`config.mk`:
```
export PLATFORM = sky130hd
export DESIGN_NAME = hv_timing_ctrl
export DESIGN_NICKNAME = d
export VERILOG_FILES = /design/src/rtl/video_timing_pkg.sv /design/src/rtl/mod_counter.sv /design/src/rtl/hv_timing_ctrl.sv
export SDC_FILE = /design/constraint.sdc
export NUM_CORES = 1
export LEC_CHECK = 0
export BUFFER_PORTS_ARGS = -buffer_cell sky130_fd_sc_hd__clkbuf_2
export CAP_MARGIN = 0
export CORE_UTILIZATION = 47
export CTS_CLUSTER_SIZE = 8
export DETAILED_ROUTE_END_ITERATION = 10
export GPL_ROUTABILITY_DRIVEN = 0
export GPL_TIMING_DRIVEN = 0
export PLACE_DENSITY = 0.73
export SLEW_MARGIN = 20
export SYNTH_ARGS = -nofsm -noshare
export SYNTH_HDL_FRONTEND = slang
export SYNTH_HIERARCHICAL = 1
export SYNTH_SLANG_ARGS = --single-unit
```
`constraint.sdc`:
```
create_clock -name CLK_DRV -period 2.5 [get_ports CLK_DRV]
set_input_delay 0.25 -clock CLK_DRV [delete_from_list [all_inputs] [get_ports CLK_DRV]]
set_output_delay 0.25 -clock CLK_DRV [all_outputs]
set_load 0.05 [all_outputs]
```
`src/rtl/video_timing_pkg.sv`:
```
// video_timing_pkg: shared widths and default geometry for the video timing path.
package video_timing_pkg;
  localparam int HCNT_W = 9;
  localparam int VCNT_W = 9;
  localparam int DIV_W = 4;
  localparam int H_TOTAL_DEF = 454;
  localparam int V_TOTAL_DEF = 262;
  localparam int CE_DIV_DEF = 4;
endpackage

```
`src/rtl/mod_counter.sv`:
```
// mod_counter: enabled modulo-MODULUS up-counter with terminal-count flag and async clear.
module mod_counter #(
  parameter int WIDTH = 9,
  parameter int MODULUS = 2
) (
  input  logic             clk,
  input  logic             rst_n,
  input  logic             en,
  output logic [WIDTH-1:0] count,
  output logic             tc
);
  assign tc = count == WIDTH'(MODULUS - 1);
  always_ff @(posedge clk or negedge rst_n)
    if (!rst_n) count <= '0;
    else if (en) count <= tc ? '0 : count + WIDTH'(1);
endmodule

```
`src/rtl/hv_timing_ctrl.sv`:
```
// hv_timing_ctrl: pixel-enable divider, H/V counters, bit taps and line/frame reset pulses.
// Optional macro HV_FREEZE_EN adds a FREEZE input that stalls all counting.
module hv_timing_ctrl
  import video_timing_pkg::*;
#(
  parameter int CE_DIV = CE_DIV_DEF,
  parameter int H_TOTAL = H_TOTAL_DEF,
  parameter int V_TOTAL = V_TOTAL_DEF
) (
  input  logic              CLK_DRV,
  input  logic              RESET_N,
`ifdef HV_FREEZE_EN
  input  logic              FREEZE,
`endif
  output logic              PIX_CE,
  output logic [HCNT_W-1:0] HCNT,
  output logic [VCNT_W-1:0] VCNT,
  output logic              _16H,
  output logic              _32H,
  output logic              _64H,
  output logic              _4V,
  output logic              _8V,
  output logic              _16V,
  output logic              HRESET_N,
  output logic              VRESET,
  output logic              FRAME_START
);
  localparam logic [HCNT_W-1:0] H_PRE = HCNT_W'(H_TOTAL - 2);
  logic run, div_tc, h_tc, v_tc, pix_ce_q, fs_q, hrst_n_q, vrst_q;
`ifdef HV_FREEZE_EN
  assign run = !FREEZE;
`else
  assign run = 1'b1;
`endif
  // Masking (rather than clearing) pix_ce_q lets a pending pixel survive a freeze.
  assign PIX_CE = pix_ce_q & run;
  assign FRAME_START = fs_q & run;
  assign HRESET_N = hrst_n_q;
  assign VRESET = vrst_q;
  assign {_64H, _32H, _16H} = HCNT[6:4];
  assign {_16V, _8V, _4V} = VCNT[4:2];
  mod_counter #(.WIDTH(DIV_W), .MODULUS(CE_DIV)) u_div (
    .clk(CLK_DRV), .rst_n(RESET_N), .en(run), .count(), .tc(div_tc)
  );
  mod_counter #(.WIDTH(HCNT_W), .MODULUS(H_TOTAL)) u_h (
    .clk(CLK_DRV), .rst_n(RESET_N), .en(PIX_CE), .count(HCNT), .tc(h_tc)
  );
  mod_counter #(.WIDTH(VCNT_W), .MODULUS(V_TOTAL)) u_v (
    .clk(CLK_DRV), .rst_n(RESET_N), .en(PIX_CE & h_tc), .count(VCNT), .tc(v_tc)
  );
  // Pulses decode the count HCNT is about to take, so they move on the same edge as HCNT.
  always_ff @(posedge CLK_DRV or negedge RESET_N)
    if (!RESET_N) begin
      pix_ce_q <= 1'b0;
      fs_q <= 1'b0;
      hrst_n_q <= 1'b1;
      vrst_q <= 1'b0;
    end else begin
      if (run) pix_ce_q <= div_tc;
      fs_q <= PIX_CE & h_tc & v_tc;
      if (PIX_CE) begin
        hrst_n_q <= HCNT != H_PRE;
        vrst_q <= (HCNT == H_PRE) & v_tc;
      end
    end
endmodule

```
==> qor.csv <==
metric,value,unit
fin_cells,195,
wl_per_cell,13.51,um
pin_count,30,
cts_buffer_depth,2,
grt_antenna_before_repair,0,
max_freq,0.4416,GHz
setup_viol,0,
post_cts_buffers,0,
die_h,55.72,um
critPathRequiredTime,2.76,ns
worstPathArrival,2.52,ns
synth_cells,126,
synthesis.area,1356,um2
postRouteAntennaNets,0,
yosys_warnings,6,
final_cell_mix,"clkbuf_2, dfrtp_1",
syn_to_final_growth,18.17,%
cts_max_level,1,
ys_seq_elements,26,
period_share,90.57,%
synth-edff-count,0,
fin_setup_tns,0,ns
drtIter0Drc,48,
yosysTopAreaCellShare,46.13,%
synthArstFlopShare,100.0,%
endpoint_kind,register,
clk_pin_slew,0.14,ns
synth_top_flop_cell,dfrtp_1,
routed_via_density,5.400,
yosys.area.top_type,dfrtp_1,
fp.dieW,55.72,um
grt_max_degree,27,
grt_pass1_wl,4726,um
layout_commonest_cell,clkbuf_2,
dp_cells,190,
startpoint_type,register,
slew_violations,0,
p_leak,0.7992,nW
critical_path_class,reg2reg,
final_layout_size_suffix_gt1_share,29.27,%
r2r_cells,7,
synth_seq_area_share,48.06,%
cts_num_sinks,26,
maxCapViolations,0,
start_util,49.61,%
fin_util,58.63,%
synth_cell_types,44,
vias,1053,
cts_buffers,3,
grt_pass1_vias,1043,
drc,0,
synth_area_leaders,"dfrtp_1, ha_1, xnor2_1, buf_4, nand2b_1",
hold_class,in2async,
power_density,767.5,nW/um2
first_pass_iters,5,
worstPathMaxFanout,9,
tightest_slew,0.6400,ns
nNetsFinal,172,
cts_tree,done,
ir_drop,693.0,uV
rows,19,
outcome,"complete, no violations",
nFillCells,248,
num_antenna_cells,0,
cts_root_buf,clkbuf_4,
synth_area_per_cell,10.76,um2
fp.coreArea,2734,um2
holdWs,0.4624,ns
layout_min_cycle_time,2.264,ns
clock_skew,0.001723,ns
dpl.hpwl,1873,um
port_buffers,29,
rsz0062_at_grt,no,
die_area,3105,um2
grt_usage,19.29,%
slew_headroom,57.34,%
clk_latency,0.33,ns
hold_viol_final,0,
grt.overflow.total,0,
wl,2635,um
[per-stage QoR]
step	power, mW	setup slack [ns]	cell area [um2]
2_1_floorplan	0.9011	0.1603	1371
3_3_place_gp	1.003	0.2527	1555
3_5_place_dp	1.023	0.2363	1555
4_1_cts	1.248	0.1837	1602
5_1_grt	1.299	0.04488	1603
6_report	1.230	0.2358	1603
[sequential cells by signal, indices dropped and copies added, names as in the netlist]
| register | cells |
|---|---|
| FRAME_START | 1 |
| HRESET_N | 1 |
| PIX_CE | 1 |
| VRESET | 1 |
| u_div/count | 4 |
| u_h/count | 9 |
| u_v/count | 9 |
[cell families after synthesis]
family / Yosys count / synth area share, %
other: 1 / 0.2765
AO/OA/AOI/OAI: 22 / 10.15
multiplexers: 4 / 3.229
buffers and inverters: 12 / 5.073
flip-flops: 26 / 48.06
XOR/XNOR: 7 / 4.520
adder cells (fa/ha/maj): 5 / 4.613
AND/OR/NAND/NOR: 49 / 24.08
[metal layers]
metal  GRT usage [%]  up-vias  share of wire [%]
met3           2.093        4                3.8
met2           33.22       26                 49
li1                -      518                  -
met4           8.571        0                1.5
met1           24.40      505                 46
met5               0        -                  0
[final timing paths]
kind / start / end / slack [ns]
setup / recovery: u_h/count[0] / u_v/count[8] / 0.24
setup reg to reg: u_h/count[0] / u_v/count[8] / 0.24
hold / removal: RESET_N / u_v/count[3] / 0.46
max in group asynchronous: RESET_N / u_div/count[1] / 1.63
min in group CLK_DRV: HRESET_N / HRESET_N / 0.51
hold reg to reg: HRESET_N / HRESET_N / 0.51
[critical path, cell delays in order, from the launching register on]
cell and delay (ns):
dfrtp_1 0.54, ha_1 0.21, nand4b_1 0.24, nor2_1 0.24, and2_2 0.26, nand4_2 0.17
or3_1 0.38, a22oi_1 0.15
[what timing repair did]
action | 4_1_cts | 5_1_grt
gates resized for setup | 0 | 1
endpoints found under the hold margin | 25 | 0
hold buffers | 1 | 0
endpoints found under the setup margin | 0 | 1
[final cells by class]
cell class                 instances  area, um2  area share (%)
multi-input combinational         92      651.9           40.67
inverter                           4      15.01          0.9368
timing repair buffer              30      155.1           9.680
buffer                             8      53.80           3.357
sequential                        26      651.9           40.67
tap                               31      38.79           2.420
clock buffer                       4      36.28           2.264
[Yosys cell counts (2+ instances only)]
library cell and number:
dfrtp_1 25, buf_4 6, nand2_1 6, nand2b_1 6
nand4_1 6, xnor2_1 6, ha_1 5, o21ai_0 5
inv_1 4, nor2_1 4, o21ai_1 4, a21oi_1 3
and3_1 3, nor3_1 3, a31oi_1 2, mux2_1 2
nand3_1 2, nand4_2 2, nand4b_1 2, nor2b_1 2
nor3b_2 2, o22ai_1 2, or2b_1 2, or3_1 2
[power by group]
group | internal (mW) | switching (mW) | total (mW)
clock network | 0.0893 | 0.130 | 0.219
logic | 0.130 | 0.287 | 0.417
registers | 0.479 | 0.115 | 0.595
Power figures use the tool's default switching activity.
